<file path="config.mk">
export PLATFORM = sky130hd
export DESIGN_NAME = mem_arbiter
export DESIGN_NICKNAME = d
export VERILOG_FILES = /design/src/rtl/mem_pkg.sv /design/src/rtl/mem_arb_pick.sv /design/src/rtl/mem_arbiter.sv
export SDC_FILE = /design/constraint.sdc
export NUM_CORES = 1
export LEC_CHECK = 0
export BUFFER_PORTS_ARGS = -buffer_cell sky130_fd_sc_hd__buf_2
export CAP_MARGIN = 30
export CORE_UTILIZATION = 47
export CTS_BUF_LIST = sky130_fd_sc_hd__clkbuf_4 sky130_fd_sc_hd__clkbuf_8 sky130_fd_sc_hd__clkbuf_16
export DETAILED_ROUTE_END_ITERATION = 7
export HOLD_SLACK_MARGIN = 0.05
export PLACE_DENSITY = 0.85
export REMOVE_ABC_BUFFERS = 1
export SYNTH_ARGS = -nofsm -noshare
export SYNTH_HDL_FRONTEND = slang
export SYNTH_SLANG_ARGS = --single-unit
</file>
<file path="constraint.sdc">
create_clock -name clk -period 4.4 [get_ports clk]
set_clock_uncertainty 0.15 [all_clocks]
set_input_delay 0.44 -clock clk [delete_from_list [all_inputs] [get_ports clk]]
set_output_delay 0.44 -clock clk [all_outputs]
set_load 0.01 [all_outputs]
</file>
<file path="src/rtl/mem_pkg.sv">
`default_nettype none
// ============================================================================
// Module      : mem_pkg
// Description : Shared types and constants for the two-requester memory
//               arbiter: FSM state encoding, request-source encoding,
//               I/O window sizing and the I/O-window address decode.
// Revision    : 1.0 - initial release
// ============================================================================
package mem_pkg;

    // Transaction sequencer states: arbitrate, drive the access, acknowledge.
    typedef enum logic [1:0] {
        IDLE   = 2'd0,
        ACCESS = 2'd1,
        ACK    = 2'd2
    } state_t;

    // Which requester owns the current transaction.
    typedef enum logic {
        SRC_FETCH = 1'b0,
        SRC_DATA  = 1'b1
    } src_t;

    localparam int          DEFAULT_PORT_EXPONENT = 3;
    localparam int unsigned PORT_COUNT            = 2 ** DEFAULT_PORT_EXPONENT;
    localparam int unsigned IO_LIMIT              = 2 * PORT_COUNT;

    // An address belongs to the I/O window when it lies below the limit.
    // The limit is passed in so a top built with a non-default exponent
    // decodes its own window.
    function automatic logic is_io(input logic [15:0] addr,
                                   input int unsigned limit = IO_LIMIT);
        return ({16'd0, addr} < limit);
    endfunction

endpackage
`default_nettype wire

</file>
<file path="src/rtl/mem_arb_pick.sv">
`default_nettype none
// ============================================================================
// Module      : mem_arb_pick
// Description : Purely combinational grant selection between the fetch and
//               data requesters.
//               Build option MEM_ARB_RR_EN:
//                 defined   - round-robin; on contention the requester that
//                             was not granted last wins.
//                 undefined - fixed priority; data always beats fetch and
//                             the last-grant input is ignored.
// Ports       : i_f_req  - fetch request
//               i_d_req  - data request
//               i_last   - source granted most recently
//               o_valid  - at least one request present
//               o_grant  - selected source (meaningful when o_valid = 1)
// Revision    : 1.0 - initial release
// ============================================================================
module mem_arb_pick
    import mem_pkg::*;
(
    input  logic i_f_req,
    input  logic i_d_req,
    input  src_t i_last,
    output logic o_valid,
    output src_t o_grant
);

    assign o_valid = i_f_req | i_d_req;

`ifdef MEM_ARB_RR_EN
    always_comb begin
        o_grant = SRC_DATA;
        if (i_f_req && i_d_req) begin
            // Contention: hand the port to whoever did not have it last.
            o_grant = (i_last == SRC_DATA) ? SRC_FETCH : SRC_DATA;
        end else if (i_f_req) begin
            o_grant = SRC_FETCH;
        end
    end
`else
    // The last-grant history has no influence under fixed priority.
    logic w_unused_last;
    assign w_unused_last = i_last;

    assign o_grant = i_d_req ? SRC_DATA : SRC_FETCH;
`endif

endmodule
`default_nettype wire

</file>
<file path="src/rtl/mem_arbiter.sv">
`default_nettype none
// ============================================================================
// Module      : mem_arbiter
// Description : Two-requester memory arbiter in front of the 16-bit data RAM.
//               Serialises instruction fetches and load/store accesses onto
//               the single RAM port and steers addresses inside the I/O
//               window (0 .. 2*2^PORT_EXPONENT-1) to the I/O bus instead.
//               Every transaction is IDLE (arbitrate) -> ACCESS -> ACK.
//               Build option MEM_ARB_RR_EN selects round-robin arbitration
//               (see mem_arb_pick); otherwise data has fixed priority.
// Ports       : clk, rst_n                 - clock, async active-low reset
//               i_f_req/i_f_addr           - fetch request (held until ack)
//               o_f_ack/o_f_rdata          - fetch ack pulse / read data
//               i_d_req/i_d_we/i_d_addr/
//               i_d_wdata                  - data request (held until ack)
//               o_d_ack/o_d_rdata          - data ack pulse / read data
//               o_ram_read/o_ram_write/
//               o_ram_addr/o_ram_d_in      - RAM port (write commits on negedge)
//               i_ram_d_out                - RAM read data (combinational)
//               o_io_read/o_io_write/
//               o_io_addr/o_io_wdata       - I/O port bus
//               i_io_rdata                 - I/O read data
// Revision    : 1.0 - initial release
// ============================================================================
module mem_arbiter
    import mem_pkg::*;
#(
    parameter int PORT_EXPONENT = DEFAULT_PORT_EXPONENT
) (
    input  logic        clk,
    input  logic        rst_n,

    input  logic        i_f_req,
    input  logic [15:0] i_f_addr,
    output logic        o_f_ack,
    output logic [15:0] o_f_rdata,

    input  logic        i_d_req,
    input  logic        i_d_we,
    input  logic [15:0] i_d_addr,
    input  logic [15:0] i_d_wdata,
    output logic        o_d_ack,
    output logic [15:0] o_d_rdata,

    output logic        o_ram_read,
    output logic        o_ram_write,
    output logic [15:0] o_ram_addr,
    output logic [15:0] o_ram_d_in,
    input  logic [15:0] i_ram_d_out,

    output logic        o_io_read,
    output logic        o_io_write,
    output logic [15:0] o_io_addr,
    output logic [15:0] o_io_wdata,
    input  logic [15:0] i_io_rdata
);

    localparam int unsigned c_IO_LIMIT = 2 * (2 ** PORT_EXPONENT);

    // Sequencer and transaction registers
    state_t      r_state;
    src_t        r_src;
    src_t        r_last;
    logic        r_io;
    logic        r_we;
    logic [15:0] r_addr;
    logic [15:0] r_wdata;

    // Registered outputs
    logic        r_ram_read;
    logic        r_ram_write;
    logic        r_io_read;
    logic        r_io_write;
    logic        r_f_ack;
    logic        r_d_ack;
    logic [15:0] r_f_rdata;
    logic [15:0] r_d_rdata;

    // Winner selection and its request fields
    logic        w_valid;
    src_t        w_grant;
    logic [15:0] w_win_addr;
    logic [15:0] w_win_wdata;
    logic        w_win_we;
    logic        w_win_io;
    logic [15:0] w_rdata;

    mem_arb_pick u_pick (
        .i_f_req (i_f_req),
        .i_d_req (i_d_req),
        .i_last  (r_last),
        .o_valid (w_valid),
        .o_grant (w_grant)
    );

    // Fetches are always reads; their write-enable and write data are forced
    // to zero so a stale d_we can never turn a fetch into a write.
    assign w_win_addr  = (w_grant == SRC_DATA) ? i_d_addr  : i_f_addr;
    assign w_win_wdata = (w_grant == SRC_DATA) ? i_d_wdata : 16'h0000;
    assign w_win_we    = (w_grant == SRC_DATA) & i_d_we;
    assign w_win_io    = is_io(w_win_addr, c_IO_LIMIT);

    assign w_rdata     = r_io ? i_io_rdata : i_ram_d_out;

    // Strobes are loaded in IDLE so they are high exactly for the ACCESS
    // cycle and come straight from flops (glitch-free). The async reset
    // drops them immediately, which aborts a write before the RAM's negedge.
    always_ff @(posedge clk or negedge rst_n) begin
        if (!rst_n) begin
            r_state     <= IDLE;
            r_src       <= SRC_FETCH;
            r_last      <= SRC_FETCH;
            r_io        <= 1'b0;
            r_we        <= 1'b0;
            r_addr      <= 16'h0000;
            r_wdata     <= 16'h0000;
            r_ram_read  <= 1'b0;
            r_ram_write <= 1'b0;
            r_io_read   <= 1'b0;
            r_io_write  <= 1'b0;
            r_f_ack     <= 1'b0;
            r_d_ack     <= 1'b0;
            r_f_rdata   <= 16'h0000;
            r_d_rdata   <= 16'h0000;
        end else begin
            r_ram_read  <= 1'b0;
            r_ram_write <= 1'b0;
            r_io_read   <= 1'b0;
            r_io_write  <= 1'b0;
            r_f_ack     <= 1'b0;
            r_d_ack     <= 1'b0;

            case (r_state)
                IDLE: begin
                    if (w_valid) begin
                        r_src       <= w_grant;
                        r_last      <= w_grant;
                        r_io        <= w_win_io;
                        r_we        <= w_win_we;
                        r_addr      <= w_win_addr;
                        r_wdata     <= w_win_wdata;
                        r_ram_read  <= ~w_win_io & ~w_win_we;
                        r_ram_write <= ~w_win_io &  w_win_we;
                        r_io_read   <=  w_win_io & ~w_win_we;
                        r_io_write  <=  w_win_io &  w_win_we;
                        r_state     <= ACCESS;
                    end
                end

                ACCESS: begin
                    // Only the winner's read register changes; writes leave
                    // both read registers untouched.
                    if (!r_we) begin
                        if (r_src == SRC_FETCH) begin
                            r_f_rdata <= w_rdata;
                        end else begin
                            r_d_rdata <= w_rdata;
                        end
                    end
                    r_f_ack <= (r_src == SRC_FETCH);
                    r_d_ack <= (r_src == SRC_DATA);
                    r_state <= ACK;
                end

                ACK: begin
                    r_state <= IDLE;
                end

                default: begin
                    r_state <= IDLE;
                end
            endcase
        end
    end

    assign o_f_ack     = r_f_ack;
    assign o_f_rdata   = r_f_rdata;
    assign o_d_ack     = r_d_ack;
    assign o_d_rdata   = r_d_rdata;
    assign o_ram_read  = r_ram_read;
    assign o_ram_write = r_ram_write;
    assign o_ram_addr  = r_addr;
    assign o_ram_d_in  = r_wdata;
    assign o_io_read   = r_io_read;
    assign o_io_write  = r_io_write;
    assign o_io_addr   = r_addr;
    assign o_io_wdata  = r_wdata;

endmodule
`default_nettype wire

</file>
==> impl_results.md <==
- Kind of critical path: in -> reg
- Inserted Diodes: 0
- Setup TNS: 0 ns
- Pwr dens: about 700 nW/um^2
- Layout area overhead: 30.38%
- Synth top area share: 0.5747
- Slew Viols, Final: 0
- Min Tclk post-route: 1.875 ns
- Hold Vio Cnt, Final: 0
- Post-Layout Cell Count: 533
- Cells after Synth: 300
- Busiest layer in global routing: met2
- First-pass GRT wire length: 11.12 mm
- Delay-heaviest family, CP: simple AND/OR/NAND/NOR gates
- Hold-fix buffers, CTS: 0
- Initial antenna violation count: 0
- Vias: 2678
- Crit-path max cell delay: 0.49 ns
- Pleak: 2.197 nW
- Switching share of power: 0.3800
- Post-Synthesis Cell Area: between 3000 and 4000 sq um
- Top cells by area, synth: dfrtp_1, mux2i_1, buf_4
- CP max-delay cell: or4b_1
- Std-Cell Rows: 30
- Top post-synthesis cells by count: dfrtp_1, nor2_1, buf_4
- CTS sink cnt: 75
- Clock Pin Slew Worst Setup and Hold Paths: 0.07 ns
- RSZ-0062 raised after global routing: no
- # IOs: between 150 and 200
- Maxcap violations: 0
- # DRC: 0
- CTS tree: built
- Port Buffer Count: 186
- Worst slew pin tran: 0.9071 ns
- Setup crit start: i_d_req
- Routed Antenna Nets: 0
- Die area: between 7000 and 8000 sq um
- DRT Pass-1 Iters: 6
- Combinational Power Share: 0.434
- Clk buf depth: 2
- Setup Buffers After CTS: 0
- Drt initial violations: 77
- Met3 Track Usage GR: 0.05253
- Register area share after synthesis: 0.5747
- Ratio of cells with drive above 1 in the final layout: 0.4570
- CP cell instances: buf_2 -> or4b_1 -> o22ai_1 -> o21ai_1 -> and3_1
- Async SR Flop Fraction: 1.000
- Initial Utilization: 0.4833
- DP Cell Count: 519
- Critical Path RT: 4.47 ns
- Die Wd: 85.36 um
- CP arrival: ~2.0 ns
- Maximum number of pins on one net before global-route repair: 76
- Synth unique cells: 26
- Syn_area_per_cell: 10.89 sq um
- Core Area: 6756 sq um
- CTS root buf: clkbuf_8
- Die Span Y: 85.36 um
- Max_slew headroom: 0.3952
- CTS buffer count: 9
- Clk pwr share: 0.166
- Most used flip-flop cell after synthesis: dfrtp_1
- Internal: 0.001855 W
- GRT met2 Usage: 0.3365
- Vias in the first global route: 2421
- Flop pwr share: 0.400
- Routed len/inst: around 13 um
- Crit end category: flop
- Status: finished, final reports clean
- RePlAce Congestion: 0.7935
- H-Tree Depth: 3
- Worst VDD drop: around 350 uV
- Gr ovfl total: 0
- Tcrit/Tclk final: 0.4262
- Final WL: 7.133 mm
- Critical Path Start Type: input port
- Filler instances: 593
- Yosys reg bits: 75
- Worst r2r src: r_io$_DFFE_PN0P_
- Hold Crit Class: in -> async
- Clk Latency, worst-skew pair: 0.33 ns
- Post-cts resize count: 0
- Nets: between 500 and 600
- Yosys warns: 0
- Switching component of the power: 0.001137 W
- Gr usage total: 0.1966
- CP max FO: 24
- Crit path buf inv count: 1
- Number of flops mapped to enable cells by yosys: 0
- Top-count cell post-synth: dfrtp_1
- Final Setup Violations: 0
- Met1 usage: 0.2444
- Mean number of vias per cell: 5.024
- Post-DP HPWL: 5.360 mm
- Fmax: ~530 MHz
- Synth area leader: dfrtp_1
## flip-flops by register name (all words and copies together), names as in the netlist
register     count
r_io             1
o_d_ack          1
r_we             1
o_io_addr       16
o_io_read        1
r_state          2
o_ram_write      1
o_ram_read       1
o_io_wdata      16
r_src            1
o_f_ack          1
o_io_write       1
o_d_rdata       16
o_f_rdata       16
## area by class of cell
cell class	count	area, sq um	area share
Sequential cell	75	1877	0.4408
Timing Repair Buffer	189	1008	0.2369
Tap cell	80	100.1	0.02351
Clock inverter	2	38.79	0.009110
Multi-Input combinational cell	173	1080	0.2536
Clock buffer	12	146.4	0.03438
Inverter	2	7.507	0.001763
## through the flow
step             util  hold WS, ns  total power (W)  worst slack (ns)  cell area [sq um]
2_1_floorplan       -    -0.005591         0.001846             1.567               2944
3_3_place_gp   0.5917       0.3311         0.002408             2.046               3998
5_1_grt        0.6302       0.1628         0.003209             2.425               4258
4_1_cts        0.6302       0.1155         0.003031             2.510               4258
3_5_place_dp   0.6028       0.3415         0.002523             2.160               4073
6_report       0.6302      0.07383         0.002992             2.525               4258
## cells in the final DEF (no fill, tap or decap), drive strengths merged, types with 3 or more instances in the layout
cell,instances
buf,189
dfrtp,75
nor2,35
mux2i,32
a21oi,32
nand2,20
o21ai,19
a22o,16
clkbuf,12
or4,3
## power by group through the flow
stage	clock network (W)	logic (W)	registers, W
after floorplan	0	0.000431	0.00142
after global placement	0	0.00121	0.00119
after detailed placement	0	0.00132	0.00121
after CTS	0.000515	0.00132	0.00120
after global routing	0.000545	0.00142	0.00124
final	0.000497	0.00130	0.00120
## routing by layer
metal | routed length, um | vias up
li1 | - | 1297
met1 | 3026 | 1223
met2 | 3412 | 144
met3 | 597 | 14
met4 | 97 | 0
met5 | 0 | -
## cell families (layout without fill, tap and decap cells)
| logic type | Yosys count | count (layout) | share of synthesized area |
|---|---|---|---|
| compound gates | 69 | 69 | 0.1253 |
| mux | 32 | 32 | 0.09809 |
| simple gates | 72 | 72 | 0.1011 |
| flops | 75 | 75 | 0.5747 |
| buf+inv | 52 | 205 | 0.1008 |
## final timing paths
check	endpoint	slack, ns	cells after the start
setup / recovery	o_ram_read$_DFF_PN0_	2.52	5
hold / removal	o_d_rdata[3]$_DFFE_PN0P_	0.07	1
setup reg to reg	o_d_rdata[1]$_DFFE_PN0P_	2.69	2
hold reg to reg	o_io_addr[12]$_DFFE_PN0P_	0.35	2
max in group asynchronous	o_io_addr[7]$_DFFE_PN0P_	3.41	1
min in group clk	o_io_wdata[9]$_DFFE_PN0P_	0.18	2
Note: power is estimated with default switching activity, not from simulation.
